==> src/rtl/wb_dbus_decoder.sv <==
// Single-master Wishbone data-bus decoder: RAM (slave 0, default) plus two IO windows, with a bus-timeout monitor.
// Latency: one registered decode cycle before slave strobes. Ack and read data return combinationally. Slave stalls are bounded by TIMEOUT.
module wb_dbus_decoder #(
    parameter logic [31:0] IO1_BASE = 32'h3000_0000,
    parameter logic [31:0] IO2_BASE = 32'h4000_0000,
    parameter int unsigned IO_SPAN  = 16,
    parameter int unsigned TIMEOUT  = 255
) (
    input  logic        wb_clk_i,
    input  logic        wb_rst_i,
    input  logic [31:0] m_adr_i,
    input  logic [31:0] m_dat_i,
    input  logic [3:0]  m_sel_i,
    input  logic        m_we_i,
    input  logic        m_cyc_i,
    input  logic        m_stb_i,
    output logic [31:0] m_dat_o,
    output logic        m_ack_o,
    output logic        m_err_o,
    output logic [31:0] s_adr_o,
    output logic [31:0] s_dat_o,
    output logic [3:0]  s_sel_o,
    output logic        s_we_o,
    output logic [2:0]  s_cyc_o,
    output logic [2:0]  s_stb_o,
    input  logic [2:0]  s_ack_i,
    input  logic [95:0] s_dat_i
);
    localparam int            CW       = $clog2(TIMEOUT + 1);
    localparam logic [31:0]   SPAN     = 32'(IO_SPAN);
    localparam logic [CW-1:0] CNT_LAST = CW'(TIMEOUT - 1);
    localparam logic [CW-1:0] CNT_MAX  = {CW{1'b1}};

    typedef enum logic [1:0] {IDLE, BUSY, ERR} state_t;

    state_t        state, state_nxt;
    logic [2:0]    sel, sel_nxt;
    logic [CW-1:0] cnt, cnt_nxt;
    logic          err_nxt;
    logic [31:0]   off1, off2;
    logic          hit1, hit2;
    logic [2:0]    dec_sel;

    // Unsigned offset compare: addresses below a base wrap high and miss.
    assign off1 = m_adr_i - IO1_BASE;
    assign off2 = m_adr_i - IO2_BASE;
    assign hit1 = off1 < SPAN;
    assign hit2 = off2 < SPAN;

    always_comb begin
        dec_sel = 3'b001;
        if (hit1)
            dec_sel = 3'b010;
        else if (hit2)
            dec_sel = 3'b100;
    end

    assign s_adr_o = m_adr_i;
    assign s_dat_o = m_dat_i;
    assign s_sel_o = m_sel_i;
    assign s_we_o  = m_we_i;

    // sel is only non-zero in BUSY, so strobes and acks are dead in IDLE and ERR.
    assign s_cyc_o = sel & {3{m_cyc_i}};
    assign s_stb_o = sel & {3{m_stb_i & m_cyc_i}};
    assign m_ack_o = (|(s_ack_i & sel)) & m_cyc_i;

    always_comb begin
        m_dat_o = '0;
        for (int n = 0; n < 3; n++)
            if (sel[n])
                m_dat_o = m_dat_o | s_dat_i[32*n +: 32];
    end

    always_comb begin
        state_nxt = state;
        sel_nxt   = sel;
        cnt_nxt   = cnt;
        err_nxt   = 1'b0;
        case (state)
            IDLE: begin
                if (m_cyc_i && m_stb_i) begin
                    sel_nxt   = dec_sel;
                    cnt_nxt   = '0;
                    state_nxt = BUSY;
                end
            end
            BUSY: begin
                // Abort and ack both beat the timeout in the same cycle.
                if (!m_cyc_i || m_ack_o) begin
                    sel_nxt   = '0;
                    state_nxt = IDLE;
                end else if (cnt == CNT_LAST) begin
                    sel_nxt   = '0;
                    err_nxt   = 1'b1;
                    state_nxt = ERR;
                end else if (cnt != CNT_MAX) begin
                    cnt_nxt = cnt + CW'(1);
                end
            end
            ERR: begin
                state_nxt = IDLE;
            end
            default: begin
                sel_nxt   = '0;
                state_nxt = IDLE;
            end
        endcase
    end

    always_ff @(posedge wb_clk_i or posedge wb_rst_i) begin
        if (wb_rst_i) begin
            state   <= IDLE;
            sel     <= '0;
            cnt     <= '0;
            m_err_o <= 1'b0;
        end else begin
            state   <= state_nxt;
            sel     <= sel_nxt;
            cnt     <= cnt_nxt;
            m_err_o <= err_nxt;
        end
    end
endmodule
==> config.mk <==
export PLATFORM = sky130hd
export DESIGN_NAME = wb_dbus_decoder
export DESIGN_NICKNAME = d
export VERILOG_FILES = /design/src/rtl/wb_dbus_decoder.sv
export SDC_FILE = /design/constraint.sdc
export NUM_CORES = 1
export LEC_CHECK = 0
export ABC_AREA = 1
export BUFFER_PORTS_ARGS = -buffer_cell sky130_fd_sc_hd__buf_4
export CAP_MARGIN = 30
export CORE_AREA = 2 2 110 112
export CTS_BUF_LIST = sky130_fd_sc_hd__clkbuf_4 sky130_fd_sc_hd__clkbuf_8 sky130_fd_sc_hd__clkbuf_16
export DETAILED_ROUTE_END_ITERATION = 7
export DIE_AREA = 0 0 112 114
export GPL_ROUTABILITY_DRIVEN = 0
export PLACE_DENSITY = 0.55
export SKIP_LAST_GASP = 1
export SLEW_MARGIN = 20
export SYNTH_ARGS = -nofsm -noshare
export SYNTH_HDL_FRONTEND = slang
export SYNTH_SLANG_ARGS = --single-unit
==> constraint.sdc <==
create_clock -name wb_clk_i -period 1.4 [get_ports wb_clk_i]
set_input_delay 0.28 -clock wb_clk_i [delete_from_list [all_inputs] [get_ports wb_clk_i]]
set_output_delay 0.28 -clock wb_clk_i [all_outputs]
set_load 0.01 [all_outputs]
After elaboration in Yosys (flattened, before gate mapping)
Cells that the tools add are included.
Cells by class
  add/sub/neg operators: 3
  $lt $le $gt $ge: 2
  equality and inequality tests: 9
  mux-type cells: 21
  bitwise operators: 8
  reduce and logical (&&, ||, !) cells: 9
Operators with widths (number)
  two-way mux 32 bit: 3
  less-than comparator 32 x 5 -> 1 bit (second input constant): 2
  OR 32 bit: 2
  two-way mux 8 bit: 4
  subtractor 32 x 30 -> 32 bit (second input constant): 1
  subtractor 32 x 31 -> 32 bit (second input constant): 1
  one-hot mux 8 bit (2 select lines): 1
  two-way mux 3 bit: 5
  bitwise AND 3 bit: 3
  one-hot mux 3 bit (3 select lines): 1
  adder 8 x 1 -> 8 bit (second input constant): 1
  equality test 8 bit (second input constant): 1
  != test 2 bit (second input constant): 4
  != test 8 bit (second input constant): 1
  two-way mux 2 bit: 3
  AND reduction 5 bit: 1
  one-hot mux 2 bit (2 select lines): 1
  two-way mux 1 bit: 3
  != test 3 bit (second input constant): 1
  AND reduction 3 bit: 1
  OR reduction 3 bit: 1
  bitwise AND 1 bit: 2
  equality test 2 x 1 -> 1 bit (second input constant): 1
  equality test 2 bit (second input constant): 1
  7 further kinds: 7
Storage, ports and cells
  bits in registers: 14
  output and inout bits: 109

Longest topological paths before layout
Gate-level depths: netlist of the first run.
  word-level depth: 6
  gate-level depth with buffers: 9

Least setup slack after synthesis of the first run
No wires, ideal clock.
  path type: register to register
  start point: reg cnt[0]
  end point: reg cnt[3]
  arrival time: 1.267 ns
  required time: 1.335 ns
  path slack: 0.068 ns
  stages on the path, launching flop included: 9
  clock period less this slack: 1.332 ns
  path through: dfrtp_1 -> ha_1 -> nand3_2 -> inv_1 -> o21ai_1 -> nand2_4 -> nand2_4 -> nand2_1 -> nand2_1
On the way
  word-level cells in the longest chain between the ends: 5
  elaborated cells between the ends (all ways): 10
  classes of those cells: add/sub (1); eq/ne (4); mux (4); reduce/logical (1)
RTL lines
  start, declared: line 38  | logic [CW-1:0] cnt, cnt_nxt;
  start signal, assigned: line 120  | cnt <= cnt_nxt;
  adder 8 x 1 -> 8 bit: line 98  | cnt_nxt = cnt + CW'(1);
  two-way mux 8 bit: line 97  | end else if (cnt != CNT_MAX) begin
  two-way mux 8 bit: line 93  | end else if (cnt == CNT_LAST) begin
  two-way mux 8 bit: line 90  | if (!m_cyc_i || m_ack_o) begin
  one-hot mux 8 bit (2 select lines): line 80  | case (state)
Parallel ways exist; a longest one is shown, timed or not. The select of a mux whose other input is x is not followed.
A chain may end at the register's enable or synchronous reset.

Worst setup path after layout of the first run
  start point: reg sel[2]
  end point: out m_dat_o[27]
On the way
  word-level cells in the longest chain between the ends: 1
RTL lines
  start, declared: line 37  | logic [2:0] sel, sel_nxt;
  start signal, assigned: line 119  | sel <= sel_nxt;
  two-way mux 32 bit: line 71  | if (sel[n])
  end, declared: line 17  | output logic [31:0] m_dat_o,
Every way passes these cells.

==> results.cfg, run 1 <==
[outcome]
outcome = complete, but fails checks
violations = negative setup slack

[finish]
fin_util_pct = 35.2
fillers = 1227
nNetsFinal = 707
final_cell_mix = 184 x buf_4, 130 x nand2_1, 37 x inv_1, 26 x buf_6
final_common_cell = buf_4
drive_above_1_share_pct = 56.0
syn_to_final_growth_pct = 86.2
diodes = 0

[sta]
finalCriticalPeriod_ns = 1.53
finalWorstSetupSlack_ns = -0.131
slew-limit-headroom_pct = 62.3
tightest_slew_ns = 0.565
max_freq_mhz = 653
maxSlewViolCount = 0
period_share_pct = 109
rsz0062_at_grt = yes
fin_tns_setup_ns = -4.14
setup_viol = 47
skew_ns = 0.00442
finalHoldViolations = 0

[synthesis]
ys_seq_area_share_pct = 15.8
synth-xor-area-share_pct = 0.791
synth_fa_ha_area_share_pct = 1.13
synthDistinctLibCells = 28
syn_nets = 564
synth-compound-area-share_pct = 0.791
avgSynthCellArea_um2 = 5.68
synth_warnings = 0
synth-simple-area-share_pct = 48.6
netlist_area_um2 = 2220
synth_seq_cells = 14
syn_inst = 390
synth_mux_area_share_pct = 0
synth_top_family_by_area = simple AND/OR/NAND/NOR gates

[grt]
grt_start_max_net_pins = 22
grt_util_all_layers_pct = 13.0
antenna_found_initial = 0
grt_overflow_total = 0
grt_pass1_wl_mm = 13.6
grt_pass1_vias = 2780

[detailed_routing]
drt-total-wl_mm = 8.96
viasPerCell = 4.22
drc = 0
vias = 2863
avgRoutedWirePerCell_um = 13.2
dr.first_iter.drc_count = 116
dr.pass1.iters = 4
ant_nets = 0

[power_and_ir_drop]
ir_drop_mv = 0.422
p_leak_nw = 2.39
pwr_density_cell_nw_per_um2 = 538
swShare_pct = 31.8
seqPwrFrac_pct = 20.5
intPower_mw = 1.51
p_comb_share_pct = 52.1
p_switching_uw = 707
pwr-share-clk_pct = 27.4

[floorplanning]
die_area_um2 = 12800
num_rows = 40
chipWidth_um = 112
coreArea_um2 = 11700
die_h_um = 114
num_io_pins = 281
start_util_pct = 18.9

[clock_tree]
worstSkewPairLatency_ns = 0.24
cts_tree = done
clockBufferDepth = 2
clock_sinks = 14
ctsRootBufferMaster = clkbuf_16
cts_hold_buf = 0
numCtsBuffers = 3
htreeDepth = 1
clkSlewWorstSetupHoldPaths_ns = 0.05

[critical_path]
crit_path_start = sel[2]
end_kind = output port
cp.required_ns = 1.12
regToRegSetupSlack_ns = -0.07
regToRegStartpoint = sel[2]
critPathKind = flop to output port
crit_path_max_fanout = 7
start_kind = flop
r2r_end = cnt[3]
worstRegToRegCells = 9
cp.arrival_ns = 1.25

[flow_run]
maxCapViolations = 0

[worst_hold_path]
hold_class = primary input to async pin

[placed_design]
place_hpwl_mm = 7.22
port-buffer-count = 198
registers in the layout, indices dropped and copies added, names as in the netlist:
name / count
state: 2
cnt: 8
sel: 3
m_err_o: 1
kinds of logic after synthesis:
family	count (synthesis)
xor gates and xnor gates	2
buffers and inverters	123
and+or+nand+nor	246
adders and majority gates	2
DFF	14
AOI/OAI and AO/OA	3
metrics by stage:
stage	setup WS, ns	cell area [um2]	std cells	hold slack, ns	power [mW]
6_report	-0.131	4130	679	0.0905	2.22
2_1_floorplan	0.0681	2220	390	0.169	0.989
3_5_place_dp	-0.0220	3450	666	0.387	1.46
5_1_grt	-0.175	4130	679	0.153	2.35
4_1_cts	-0.140	3980	679	0.127	2.20
3_3_place_gp	0.0296	3450	666	0.376	1.45
how the worst max path moves through the flow:
stage	end	slack, ns	cells after the start
3_3_place_gp	cnt[0]	0.03	8
4_1_cts	m_dat_o[30]	-0.14	5
5_1_grt	cnt[4]	-0.17	9
2_1_floorplan	cnt[3]	0.07	8
3_5_place_dp	cnt[0]	-0.02	8
6_report	m_dat_o[27]	-0.13	5
final cells by class:
class / instances / area [um2] / share of cell area [%]
Clock buffer: 4 / 88.8 / 2.15
Timing Repair Buffer: 220 / 1880 / 45.7
Inverter: 41 / 166 / 4.03
Multi-Input combinational cell: 253 / 1450 / 35.1
Tap cell: 147 / 184 / 4.46
Sequential cell: 14 / 354 / 8.58
cell usage after synthesis, drive strengths merged:
master,instances,share of area (%)
clkbuf,3,0.51
o21ai,1,0.23
nand2,164,29
ha,2,1.1
nor2,25,4.3
nand4,1,0.28
a21oi,1,0.23
nand3,47,11
o21bai,1,0.34
inv,41,6.9
nor3b,1,0.34
dfrtp,14,16
nor4,2,0.56
and2,1,0.28
xnor2,1,0.40
buf,79,25
nor3,5,2.4
xor2,1,0.40
repair_timing:
action | CTS | global route
buffers inserted | 7 | 0
gates cloned | 2 | 0
hold endpoints to repair | 0 | 0
endpoints found under the setup margin | 43 | 51
pin swaps | 17 | 8
resized for setup | 83 | 36
power groups by stage:
stage	Sequential [mW]	Clock, mW	Combinational [mW]
after global routing	0.461	0.641	1.25
after detailed placement	0.460	0	1.00
after global placement	0.457	0	0.994
final	0.456	0.608	1.16
after floorplan	0.452	0	0.538
after CTS	0.457	0.617	1.13
per-layer routing:
layer  up-vias  GRT usage [%]  share of wire [%]
met1      1299           13.5                 34
met2       156           26.7                 55
li1       1400              -                  -
met5         -              0                  0
met4         0           1.63                1.7
met3         8           3.51                9.2
critical path, stage by stage, from the launching register on:
cell and delay [ns]:
dfrtp_2 0.44, buf_12 0.16, buf_6 0.13, nand2_1 0.06, nand3_1 0.07, buf_4 0.14
(Power assumes the default switching activity.)
==> run 2, diff against run 1 <==
Settings changed: TNS_END_PERCENT from default to 30.
==> run 2 against run 1 <==
The flow still finishes with violations (negative setup slack). Sequential cell count is the same. Maximum frequency shrank 0.25%. Critical path depth is the same. First-iteration DRC count shrank 1.7%. Clock-buffer cell count is the same. Critical path type unchanged. Critical endpoint is now m_dat_o[7]. Largest power group unchanged.
==> results.cfg, run 2 (synthesized netlist as in run 1, its figures left out) <==
[outcome]
outcome = complete, but fails checks
violations = negative setup slack

[clock_tree]
numCtsBuffers = 3
worstSkewPairLatency_ns = 0.24
ctsRootBufferMaster = clkbuf_16
clock_sinks = 14
htreeDepth = 1
cts_tree = done
clockBufferDepth = 2
clkSlewWorstSetupHoldPaths_ns = 0.05
cts_hold_buf = 0

[power_and_ir_drop]
finalPower_mw = 2.17
p_leak_nw = 2.35
ir_drop_mv = 0.447
pwr_density_cell_nw_per_um2 = 539

[sta]
fin_tns_setup_ns = -3.94
hold_slack_ns = 0.0896
tightest_slew_ns = 0.562
setup_viol = 44
max_freq_mhz = 651
period_share_pct = 110
slew-limit-headroom_pct = 62.5
rsz0062_at_grt = yes
finalWorstSetupSlack_ns = -0.135
finalCriticalPeriod_ns = 1.54
finalHoldViolations = 0
skew_ns = 0.00390
maxSlewViolCount = 0

[critical_path]
path_buf_inv = 3
crit_end = m_dat_o[7]
crit_path_start = sel[2]
cp.arrival_ns = 1.26
end_kind = output port
crit_family = flip-flops
worstPathCellList = buf_12 -> buf_12 -> nand2_2 -> nand3_2 -> buf_6
crit_path_max_fanout = 7
cp.depth = 5
cp.required_ns = 1.12
regToRegStartpoint = cnt[0]
worstRegToRegCells = 8
slowest_delay_ns = 0.44
worst_path_most_repeated_cell = buf_12
crit_path_top_delay_cell = dfrtp_2
r2r_end = cnt[0]
start_kind = flop
regToRegSetupSlack_ns = -0.03
critPathKind = flop to output port

[finish]
largest_reg_flops = 8
nNetsFinal = 705
reg.largest.list = cnt: 8 flops, sel: 3 flops, state: 2 flops
diodes = 0
syn_to_final_growth_pct = 81.9
seqCellArea_um2 = 354
final_cell_mix = 186 x buf_4, 130 x nand2_1, 38 x inv_1, 24 x nor2_1
multiInputGateArea_um2 = 1410
fillers = 1240
top_register = cnt
final_common_cell = buf_4
stdcell_area_um2 = 4030
drive_above_1_share_pct = 55.1

[placed_design]
port-buffer-count = 198
place_area_um2 = 3450
preCtsSetupSlack_ns = -0.0220
place_hpwl_mm = 7.22

[grt]
grt_util_all_layers_pct = 12.9
antenna_found_initial = 0
grt_pass1_wl_mm = 13.5
grt_pass1_vias = 2773
grt_overflow_total = 0
grt_start_max_net_pins = 22

[flow_run]
maxCapViolations = 0

[detailed_routing]
dr.first_iter.drc_count = 114
vias = 2839
avgRoutedWirePerCell_um = 13.4
dr.pass1.iters = 4
drc = 0
drt-total-wl_mm = 9.06
ant_nets = 0
viasPerCell = 4.19

[floorplanning]
num_io_pins = 281
start_util_pct = 18.9
num_rows = 40
coreArea_um2 = 11700
die_area_um2 = 12800
die_h_um = 114
chipWidth_um = 112

[worst_hold_path]
hold_class = primary input to async pin
==> run 2: cell types whose count changed in the layout (fill, tap and decap cells not counted), sizes merged <==
cell	before	now
clkinv	1	0
inv	40	41
buf	220	218
==> run 2: cell type report <==
type | instances | share of cell area [%]
well taps | 147 | 4.56
multi-input cells | 253 | 35.0
flip-flops and latches | 14 | 8.78
clock buffers | 4 | 2.20
inverters | 41 | 3.82
repair buffers | 218 | 45.7
==> run 2: power breakdown <==
group	internal (mW)	leakage [nW]	total (mW)	switching, mW
registers	0.428	0.187	0.454	0.0255
clock network	0.434	0.0442	0.609	0.175
logic	0.617	2.12	1.11	0.495
total	1.48	2.35	2.17	0.696
==> run 2: routing by layer <==
| layer | share of wire [%] | GRT usage [%] | routed length (um) |
|---|---|---|---|
| met3 | 8.7 | 3.67 | 784 |
| met2 | 53 | 25.8 | 4840 |
| met4 | 2.1 | 2.68 | 188 |
| met1 | 36 | 13.5 | 3250 |
| met5 | 0 | 0 | 0 |
==> run 2: worst min-delay path by stage <==
| stage | from | end | slack, ns |
|---|---|---|---|
| finish | wb_rst_i | cnt[0] | 0.09 |
| global route | wb_rst_i | cnt[0] | 0.15 |
| CTS | wb_rst_i | cnt[0] | 0.13 |
| detailed placement | wb_rst_i | cnt[0] | 0.39 |
| global placement | wb_rst_i | cnt[2] | 0.38 |
| floorplan | wb_rst_i | cnt[0] | 0.17 |
==> run 2: worst register-to-register path: stages, from the launching register on <==
cell and delay, ns:
dfrtp_1 0.40, ha_1 0.25, nand3_2 0.09, inv_1 0.05
o21ai_1 0.20, nand2_4 0.13, nand2_4 0.14, nand2_1 0.06
nand2_1 0.05
==> run 2: through the flow <==
stage / instances / util, %
floorplan: 390 / -
global placement: 666 / 29.4
detailed placement: 666 / 29.4
CTS: 677 / 32.5
global route: 677 / 34.4
finish: 677 / 34.4
==> run 2: what timing repair did <==
action,CTS,global route
gates cloned,2,0
pin swaps,7,14
setup endpoints to repair,43,48
setup buffers,5,0
resized for setup,47,57
